===== config.mk =====
export PLATFORM = sky130hd
export DESIGN_NAME = instruction_fetch
export DESIGN_NICKNAME = d
export VERILOG_FILES = /design/src/rtl/instruction_fetch_pkg.sv /design/src/rtl/instruction_fetch_branch_unit.sv /design/src/rtl/instruction_fetch.sv
export SDC_FILE = /design/constraint.sdc
export NUM_CORES = 1
export LEC_CHECK = 0
export ABC_AREA = 1
export CORE_ASPECT_RATIO = 0.6
export CORE_MARGIN = 5
export CORE_UTILIZATION = 45
export CTS_CLUSTER_SIZE = 24
export DETAILED_ROUTE_END_ITERATION = 12
export DONT_BUFFER_PORTS = 1
export PLACE_DENSITY = 0.6
export SLEW_MARGIN = 20
export SYNTH_ARGS = -nofsm -noshare
export SYNTH_HDL_FRONTEND = slang
export SYNTH_SLANG_ARGS = --single-unit

===== constraint.sdc =====
create_clock -name clk -period 5.9 [get_ports clk]
set_input_delay 1.18 -clock clk [delete_from_list [all_inputs] [get_ports clk]]
set_output_delay 1.18 -clock clk [all_outputs]
set_load 0.01 [all_outputs]

===== src/rtl/instruction_fetch_pkg.sv =====
// Shared constants, FSM encoding and PC helpers for the RV32I instruction fetch stage.
package instruction_fetch_pkg;

    localparam logic [31:0] NOP_INSTR           = 32'h0000_0013;
    localparam logic [31:0] RESET_PC_DEFAULT    = 32'h0000_0000;
    localparam int          IMEM_ADDR_W_DEFAULT = 14;

    typedef enum logic [2:0] {
        ST_BOOT   = 3'd0,
        ST_BUBBLE = 3'd1,
        ST_RUN    = 3'd2,
        ST_HOLD   = 3'd3,
        ST_ERROR  = 3'd4
    } fetch_state_e;

    function automatic logic [31:0] pc_plus4(input logic [31:0] addr);
        return addr + 32'd4;
    endfunction

    function automatic logic [31:0] clear_lsb(input logic [31:0] addr);
        return addr & 32'hFFFF_FFFE;
    endfunction

endpackage


===== src/rtl/instruction_fetch_branch_unit.sv =====
// Combinational branch comparator and redirect-target generator for the fetch stage.
module branch_unit
    import instruction_fetch_pkg::*;
(
    input  logic        branch_i,
    input  logic        nbranch_i,
    input  logic        blt_i,
    input  logic        bge_i,
    input  logic        bltu_i,
    input  logic        bgeu_i,
    input  logic        jal_i,
    input  logic        jalr_i,
    input  logic [31:0] rs1_i,
    input  logic [31:0] rs2_i,
    input  logic [31:0] imm_i,
    input  logic [31:0] pc_i,
    output logic        taken_o,
    output logic [31:0] target_o,
    output logic        misaligned_o
);

    logic eq_s;
    logic slt_s;
    logic ult_s;

    // Operand comparisons shared by all conditional branch flavours
    always_comb begin
        eq_s  = (rs1_i == rs2_i);
        slt_s = ($signed(rs1_i) < $signed(rs2_i));
        ult_s = (rs1_i < rs2_i);
    end

    // Taken decision, target select (jalr wins) and alignment check
    always_comb begin
        taken_o = jal_i | jalr_i
                | (branch_i  &  eq_s) | (nbranch_i & ~eq_s)
                | (blt_i     &  slt_s) | (bge_i    & ~slt_s)
                | (bltu_i    &  ult_s) | (bgeu_i   & ~ult_s);
        if (jalr_i) begin
            target_o = clear_lsb(rs1_i + imm_i);
        end else begin
            target_o = pc_i + imm_i;
        end
        misaligned_o = (target_o[1:0] != 2'b00);
    end

endmodule


===== src/rtl/instruction_fetch.sv =====
// Fetch stage: owns the PC, drives the synchronous instruction BRAM and presents
// one instruction per cycle, inserting a single bubble per taken redirect.
module instruction_fetch
    import instruction_fetch_pkg::*;
#(
    parameter logic [31:0] RESET_PC    = RESET_PC_DEFAULT,
    parameter int          IMEM_ADDR_W = IMEM_ADDR_W_DEFAULT
) (
    input  logic                   clk,
    input  logic                   rst,
    input  logic                   stall,
    input  logic [31:0]            imem_rdata,
    output logic [IMEM_ADDR_W-1:0] imem_addr,
    input  logic                   Branch,
    input  logic                   nBranch,
    input  logic                   branch_lt,
    input  logic                   branch_ge,
    input  logic                   branch_ltu,
    input  logic                   branch_geu,
    input  logic                   jal,
    input  logic                   jalr,
    input  logic [31:0]            rs1_data,
    input  logic [31:0]            rs2_data,
    input  logic [31:0]            imm,
    output logic [31:0]            instruction,
    output logic [31:0]            pc,
    output logic [31:0]            link_addr,
    output logic                   inst_valid,
    output logic                   fetch_err
);

    fetch_state_e state_q, state_d;
    logic [31:0]  fetch_pc_q, fetch_pc_d;
    logic [31:0]  pc_q, pc_d;
    logic [31:0]  link_q, link_d;
    logic [31:0]  hold_q, hold_d;
    logic         err_q, err_d;

    logic         taken_s;
    logic [31:0]  target_s;
    logic         misaligned_s;

    branch_unit u_branch_unit (
        .branch_i     (Branch),
        .nbranch_i    (nBranch),
        .blt_i        (branch_lt),
        .bge_i        (branch_ge),
        .bltu_i       (branch_ltu),
        .bgeu_i       (branch_geu),
        .jal_i        (jal),
        .jalr_i       (jalr),
        .rs1_i        (rs1_data),
        .rs2_i        (rs2_data),
        .imm_i        (imm),
        .pc_i         (pc_q),
        .taken_o      (taken_s),
        .target_o     (target_s),
        .misaligned_o (misaligned_s)
    );

    // State and datapath registers, cleared asynchronously
    always_ff @(posedge clk or posedge rst) begin
        if (rst) begin
            state_q    <= ST_BOOT;
            fetch_pc_q <= RESET_PC;
            pc_q       <= RESET_PC;
            link_q     <= pc_plus4(RESET_PC);
            hold_q     <= NOP_INSTR;
            err_q      <= 1'b0;
        end else begin
            state_q    <= state_d;
            fetch_pc_q <= fetch_pc_d;
            pc_q       <= pc_d;
            link_q     <= link_d;
            hold_q     <= hold_d;
            err_q      <= err_d;
        end
    end

    // Next-state logic; redirect and stall are only honoured while an instruction is live
    always_comb begin
        state_d = state_q;
        case (state_q)
            ST_BOOT:   state_d = ST_BUBBLE;
            ST_BUBBLE: state_d = ST_RUN;
            ST_RUN, ST_HOLD: begin
                if (stall) begin
                    state_d = ST_HOLD;
                end else if (taken_s) begin
                    if (misaligned_s) begin
                        state_d = ST_ERROR;
                    end else begin
                        state_d = ST_BUBBLE;
                    end
                end else begin
                    state_d = ST_RUN;
                end
            end
            ST_ERROR:  state_d = ST_ERROR;
            default:   state_d = ST_ERROR;
        endcase
    end

    // PC / hold datapath; in BUBBLE the BRAM is reading pc, so the next fetch is pc+4
    always_comb begin
        fetch_pc_d = fetch_pc_q;
        pc_d       = pc_q;
        link_d     = link_q;
        hold_d     = hold_q;
        err_d      = err_q;
        case (state_q)
            ST_BUBBLE: fetch_pc_d = pc_plus4(pc_q);
            ST_RUN, ST_HOLD: begin
                if (stall) begin
                    if (state_q == ST_RUN) begin
                        hold_d = imem_rdata;
                    end else begin
                        hold_d = hold_q;
                    end
                end else if (taken_s) begin
                    if (misaligned_s) begin
                        err_d = 1'b1;
                    end else begin
                        fetch_pc_d = target_s;
                        pc_d       = target_s;
                        link_d     = pc_plus4(target_s);
                    end
                end else begin
                    pc_d       = fetch_pc_q;
                    fetch_pc_d = pc_plus4(fetch_pc_q);
                    link_d     = pc_plus4(fetch_pc_q);
                end
            end
            default: fetch_pc_d = fetch_pc_q;
        endcase
    end

    // Output mux: live BRAM word, held word, or NOP
    always_comb begin
        instruction = NOP_INSTR;
        inst_valid  = 1'b0;
        case (state_q)
            ST_RUN: begin
                instruction = imem_rdata;
                inst_valid  = 1'b1;
            end
            ST_HOLD: begin
                instruction = hold_q;
                inst_valid  = 1'b1;
            end
            default: begin
                instruction = NOP_INSTR;
                inst_valid  = 1'b0;
            end
        endcase
    end

    assign imem_addr = fetch_pc_q[IMEM_ADDR_W+1:2];
    assign pc        = pc_q;
    assign link_addr = link_q;
    assign fetch_err = err_q;

endmodule

# Word level (Yosys, flattened, before mapping)
# Index checks and enable logic that the tools add are counted.
[op_classes] n_bitwise=17 n_reduce_logical=8 n_mux=14 eq_ne=7 n_addsub=5 magnitude_cmp=2
[op_table] operator="$mux 32" n=7
[op_table] operator="$pmux 32 s2" n=2
[op_table] operator="$add 32x3->32 const B" n=3
[op_table] operator="$add 32x32->32" n=2
[op_table] operator="$lt 32x32->1" n=2
[op_table] operator="$eq 32x32->1" n=1
[op_table] operator="$mux 3" n=3
[op_table] operator="$pmux 3 s3" n=1
[op_table] operator="$reduce_and 3->1" n=3
[op_table] operator="$or 1x1->1" n=7
[op_table] operator="$and 1x1->1" n=6
[op_table] operator="$eq 3x2->1 const B" n=2
[op_table] operator="$ne 2x2->1 const B" n=2
[op_table] operator="$not 1->1" n=4
[op_table] operator="$reduce_and 4->1" n=1
[op_table] operator="$reduce_bool 2->1" n=2
[op_table] operator="$eq 3x1->1 const B" n=1
[op_table] operator="$logic_not 3->1" n=1
[op_table] operator="$ne 3x3->1 const B" n=1
[op_table] operator="$reduce_or 2->1" n=1
[op_table] operator="$mux 1" n=1
[word_totals] in_bits=139 word_cells=59 ff_bits=132 output_inout_bits=112

# Longest topological paths before layout
[logic_depth] word_depth=11 depth_mapped=23 depth_no_buf=23

# Hierarchy
# A second synthesis with hierarchy kept.
[hier_totals] hier_cells=2287 hier_area_um2=13724.4
[modules_own_cells] mod="instruction_fetch" seq_area_each_um2=3258.1 n_inst=1 area_per_inst_um2=8592.0 cells_per_inst=1331
[modules_own_cells] mod="branch_unit" seq_area_each_um2=0.0 n_inst=1 area_per_inst_um2=5132.4 cells_per_inst=956

# Worst setup path after synthesis
# No wires, ideal clock.
[synth_path] path_kind="input port to flip-flop" start="in imm[0]" end="reg link_q[24] (netlist: link_addr[24])" arrival_time_ns=3.576 t_required_ns=5.787 setup_time_ns=0.113 slack_ns=2.211 n_path_buf=0 cell_stages=20 path_cell_list="ha_1 > fa_1 > nand2_1 > inv_1 > o21ai_0 > o21a_1 > ha_1 > inv_1 > nor2_1 > nand3_1 > nor2_4 > nand3_2 > nor2_4 > inv_2 > nor2_4 > nand2_1 > nand2_1 > nand3_1 > nand2_1 > inv_1"
[synth_via] elab_chain_len=5 word_cells_on_any_way=9 classes_between="add/sub (3); eq/ne (1); mux (3); reduce/logical (2)"
[synth_lines] element="start, declared" line="instruction_fetch.sv:24" source="input logic [31:0] imm,"
[synth_lines] element="$add 32x32->32 (on tied branches)" line="instruction_fetch_branch_unit.sv:42, instruction_fetch_branch_unit.sv:40"
[synth_lines] element="$mux 32 (*)" line="instruction_fetch_branch_unit.sv:39" source="if (jalr_i) begin"
[synth_lines] element="$add 32x3->32 / $reduce_bool 2->1 (equally long branches)" line="instruction_fetch_pkg.sv:17, instruction_fetch_branch_unit.sv:44"
[synth_lines] element="$mux 32 / $ne 2x2->1 (equally long branches)"
[synth_lines] element="$mux 32 / $reduce_and 3->1 (equally long branches)"
[synth_lines] element="end signal, assigned" line="instruction_fetch.sv:67" source="link_q <= pc_plus4(RESET_PC);"
[synth_lines] element="end signal, assigned" line="instruction_fetch.sv:74" source="link_q <= link_d;"
[synth_lines] element="end, declared" line="instruction_fetch.sv:35" source="logic [31:0] link_q, link_d;"
# Mark *: on every way between the ends. The rest lies on a longest branch, timed or not. The select of a mux whose other input is x is not followed.
# A chain may end at the register's enable or synchronous reset.

# Final worst setup path
[layout_path] start="in rs2_data[31]" end="reg link_q[2] (netlist: link_addr[2])"
[layout_via] elab_chain_len=10 word_cells_on_any_way=21 classes_between="order compare (2); eq/ne (2); mux (1); bitwise (15); reduce/logical (1)"
[layout_lines] element="start, declared" line="instruction_fetch.sv:23" source="input logic [31:0] rs2_data,"
[layout_lines] element="parallel branches: the longest is 7 deep, another holds $lt 32x32->1"
[layout_lines] element="$or 1x1->1 (*)" line="instruction_fetch_branch_unit.sv:38" source="| (bltu_i & ult_s) | (bgeu_i & ~ult_s);"
[layout_lines] element="$ne 2x2->1 (no source line)"
[layout_lines] element="$reduce_and 3->1 (no source line)"
# Mark *: on every way between the ends.

==> impl_metrics.csv <==
group,metric,value,unit
timing,rsz0062_at_grt,"no",
floorplan,io-pin-count,251,
pwr,leak_pwr,0.00854,uW
yosys,post_synth_mux_area_share,0,%
detailed_routing,num_vias,15200,
yosys,synth_edf_count,0,
detailed_routing,drt-total-wl,51500,um
yosys,main_combinational_cell_family_by_area_after_synthesis,"simple AND/OR/NAND/NOR gates",
pwr,pwr-share-comb,33.1,%
yosys,synth_most_common_cell,"sky130_fd_sc_hd__nand2_1",
setup_path,critPathArrivalTime,5.02,ns
final_layout,design.final.nets,2678,
yosys,syn-instance-count,2487,
pwr,power.sequential.fraction,34.0,%
yosys,synth-compound-area-share,10.1,%
yosys,synth_common_cells,"sky130_fd_sc_hd__nand2_1, sky130_fd_sc_hd__inv_1, sky130_fd_sc_hd__nor2_1, sky130_fd_sc_hd__nand3_1, sky130_fd_sc_hd__dfrtp_1",
setup_path,worstPathCellList,"inv_1, ha_1, nand2_1, nor2_2, nand4_1, nor2_1, nand3b_1, and2_1, nor2_1, nand2_1, nor2_2, nand3_2, nand2_1, nand2_2, buf_4, inv_2, buf_4, o211ai_1, o21a_1",
yosys,synth_ff_type,"sky130_fd_sc_hd__dfrtp_1",
pwr,power_report.internal_total,1950,uW
grt,globalRouteTotalUtil,27.7,%
setup_path,worstRegToRegCells,20,
yosys,synth.yosys.warnings,0,
floorplan,initial_core_util,46.0,%
clock_network,worst_skew_pair.late_latency,0.43,ns
setup_path,terminus_of_the_critical_flop_to_flop_path,"link_addr[24]$_DFFE_PP0P_",
setup_path,path_class,"in2reg",
yosys,synth_top_area_share,23.9,%
pwr,swShare,39.1,%
timing,layout_min_cycle_time,4.66,ns
floorplan,fp.dieH,149,um
setup_path,startpoint,"rs2_data[31]",
timing,timing_max_transition_violations_final,0,
grt,antenna_found_initial,0,
pwr,switching_power,1250,uW
timing,relative_slew_margins,29.6,%
pwr,power.ir.vdd_worst,0.204,mV
placement,port_buffers,0,
setup_path,timing.critical_path.slowest_cell_delay,0.54,ns
timing,layout_worst_path_cycle_share,79.0,%
final_layout,antenna_cells,0,
timing,clock.fmax,215,MHz
setup_path,critPathMostFrequentCell,"sky130_fd_sc_hd__nand2_1",
yosys,seq_area_frac_synth,22.5,%
timing,hold_viol,0,
yosys,ys_async_sr_fraction,100,%
yosys,synthSimpleGateAreaFrac,40.9,%
grt,number_of_global_route_vias_before_repair,13700,
setup_path,crit_path_max_fanout,53,
clock_network,cts-buffers-inserted,17,
yosys,post_synth_instance_area,14500,um^2
clock_network,clock_tree.root_cell,"sky130_fd_sc_hd__clkbuf_16",
final_layout,final_core_utilization,48.4,%
min_path,hold-path-cell-count,2,
yosys,synthTopCellsByArea,"sky130_fd_sc_hd__nand2_1, sky130_fd_sc_hd__dfrtp_1, sky130_fd_sc_hd__inv_1, sky130_fd_sc_hd__ha_1, sky130_fd_sc_hd__nand3_1",
detailed_routing,final_antenna_net_count,0,
clock_network,cts_tree,"built",
floorplan,fp.dieW,242,um
yosys,synth_area_per_cell,5.82,um^2
setup_path,worstPathRequired,6.26,ns
clock_network,post_cts.resized_instances,0,
yosys,synth.lib_cells_used.distinct,42,
timing,worst_slew_pin_slew,1.05,ns
min_path,timing.hold.worst.class,"reg2reg",
setup_path,r2r_start,"pc[0]$_DFFE_PP0P_",
detailed_routing,detailedRoute.firstPassIterationCount,5,
yosys,synthXorXnorAreaFrac,4.05,%
floorplan,floorplan.rows,50,
placement,gp_congestion,0.994,
floorplan,die_area,36000,um^2
clock_network,hold_buffers,0,
grt,pin_count_of_the_biggest_net_entering_global_routing,94,
yosys,post_synth_fa_ha_maj_area_fraction,8.57,%
floorplan,design.core.area,31500,um^2
setup_path,reg2reg_slack,2.15,ns
setup_path,critPathSlowestCell,"sky130_fd_sc_hd__ha_1",
pwr,pwr-share-clk,32.9,%
placement,dp.final_hpwl,42000,um
clock_network,clock_tree.htree_level_count,4,
detailed_routing,detail_route.iter0.violations,1397,
detailed_routing,wire_length_per_cell_after_detailed_routing,17.9,um
final_layout,layout-drive-gt1-share,3.18,%
yosys,netlist.top_cell.by_area,"sky130_fd_sc_hd__nand2_1",
detailed_routing,vias_per_cell,5.29,
clock_network,path_clk_slew,0.05,ns
flow_run,drv_cap,0,
detailed_routing,remaining_drcs,0,
run_status,outcome,"finished, final reports clean",
pwr,powerDensity,210,nW/um^2
final_layout,flow.area_growth_from_synthesis,5.25,%
clock_network,clock_sink_count,130,
timing,timing.clock.skew,0.0101,ns
timing,timing.setup.tns,0,ns
setup_path,cp-end-kind,"register",
setup_path,critical_path.startpoint_type,"input port",
grt,remaining_global_route_overflow,0,
grt,grt_first_pass_wirelength,78700,um
yosys,synth_nets,2724,
clock_network,max-clock-path-buffers,2,
setup_path,worst_setup_path_endpoint,"link_addr[2]$_DFFE_PP1P_",
timing,final-setup-viol-count,0,
clock_network,postCtsSetupRepairBufs,0,
yosys,post_synthesis_register_bit_count,130,
final_layout,fillCellCount,3372,
[routing by layer]
layer  global-route usage [%]  vias up  wire length [um]
met5                        0        -                 0
met4                     4.62        0               511
met3                     9.31       44              5880
met2                     39.1      611             20300
met1                     41.4     6848             24800
li1                         -     7688                 -
[power groups by stage]
stage               Combinational [uW]  Clock [uW]  Sequential, uW
finish                            1060        1050            1090
global route                      1200        1110            1090
CTS                               1040        1070            1090
detailed placement                1040           0            1100
global placement                  1020           0            1100
floorplan                          797           0            1040
[worst max-delay path: cells and delay by family]
family / cells / cell delay (ns)
AND/OR/NAND/NOR: 12 / 2.02
buffers and inverters: 4 / 0.86
adder cells (fa/ha/maj): 1 / 0.54
AO/OA/AOI/OAI: 2 / 0.37
[layout by cell type, fill, tap and decap left out, types with 3 or more instances in the layout]
master / count
sky130_fd_sc_hd__a21boi_0: 6
sky130_fd_sc_hd__a21oi_1: 79
sky130_fd_sc_hd__a31oi_1: 33
sky130_fd_sc_hd__and2_1: 8
sky130_fd_sc_hd__and3_1: 4
sky130_fd_sc_hd__buf_4: 9
sky130_fd_sc_hd__clkbuf_1: 7
sky130_fd_sc_hd__clkbuf_16: 17
sky130_fd_sc_hd__clkbuf_8: 3
sky130_fd_sc_hd__dfrtp_1: 126
sky130_fd_sc_hd__dfstp_2: 4
sky130_fd_sc_hd__ha_1: 96
sky130_fd_sc_hd__inv_1: 413
sky130_fd_sc_hd__inv_2: 3
sky130_fd_sc_hd__nand2_1: 921
sky130_fd_sc_hd__nand2_2: 3
sky130_fd_sc_hd__nand3_1: 200
sky130_fd_sc_hd__nand3_2: 4
sky130_fd_sc_hd__nand3b_1: 4
sky130_fd_sc_hd__nand4_1: 32
sky130_fd_sc_hd__nor2_1: 207
sky130_fd_sc_hd__nor2_2: 6
sky130_fd_sc_hd__nor2_4: 7
sky130_fd_sc_hd__nor3_1: 21
sky130_fd_sc_hd__nor4_1: 7
sky130_fd_sc_hd__o211ai_1: 5
sky130_fd_sc_hd__o21a_1: 4
sky130_fd_sc_hd__o21ai_0: 112
sky130_fd_sc_hd__o21ai_1: 15
sky130_fd_sc_hd__o21ai_2: 8
sky130_fd_sc_hd__o21bai_1: 4
sky130_fd_sc_hd__or2_2: 4
sky130_fd_sc_hd__xnor2_1: 15
sky130_fd_sc_hd__xor2_1: 52
[worst min path at each step]
stage | end | from | slack (ns)
after floorplan | state_q[0]$_DFF_PP0_ | state_q[2]$_DFF_PP0_ | 0.44
after global placement | hold_q[28]$_DFFE_PP0P_ | hold_q[28]$_DFFE_PP0P_ | 0.47
after detailed placement | hold_q[5]$_DFFE_PP0P_ | hold_q[5]$_DFFE_PP0P_ | 0.47
after CTS | hold_q[5]$_DFFE_PP0P_ | hold_q[5]$_DFFE_PP0P_ | 0.49
after global routing | hold_q[7]$_DFFE_PP0P_ | hold_q[7]$_DFFE_PP0P_ | 0.50
final | hold_q[5]$_DFFE_PP0P_ | hold_q[5]$_DFFE_PP0P_ | 0.48
[final cells by class]
cell class / count / area (um^2) / share of cell area [%]
Clock inverter: 5 / 77.6 / 0.509
Tap cell: 416 / 520 / 3.42
Sequential cell: 130 / 3260 / 21.4
Multi-Input combinational cell: 1864 / 9220 / 60.5
Clock buffer: 27 / 493 / 3.24
Inverter: 418 / 1580 / 10.3
Timing Repair Buffer: 10 / 87.6 / 0.575
[logic make-up (layout without fill, tap and decap cells)]
kind of cell | after synthesis | in the layout
AND/OR/NAND/NOR | 1431 | 1431
buffers and inverters | 493 | 460
AO/OA/AOI/OAI | 268 | 268
flip-flops | 130 | 130
adder cells (fa/ha/maj) | 98 | 98
XOR/XNOR | 67 | 67
[registers in the layout, summed over array words and instances (netlist names)]
signal,count
fetch_pc_q,32
hold_q,32
pc,32
link_addr,30
state_q,3
fetch_err,1
[per-stage QoR]
stage | worst slack (ns) | hold slack, ns | cells | cell area, um^2 | total power, uW
final | 1.24 | 0.484 | 2870 | 15200 | 3190
after floorplan | 1.26 | 0.437 | 2487 | 14500 | 1840
after detailed placement | 0.918 | 0.474 | 2838 | 14700 | 2140
after CTS | 1.36 | 0.487 | 2870 | 15200 | 3200
after global placement | 1.02 | 0.467 | 2838 | 14700 | 2120
after global routing | 0.991 | 0.503 | 2870 | 15200 | 3410
Note: power is estimated with default switching activity, not from simulation.
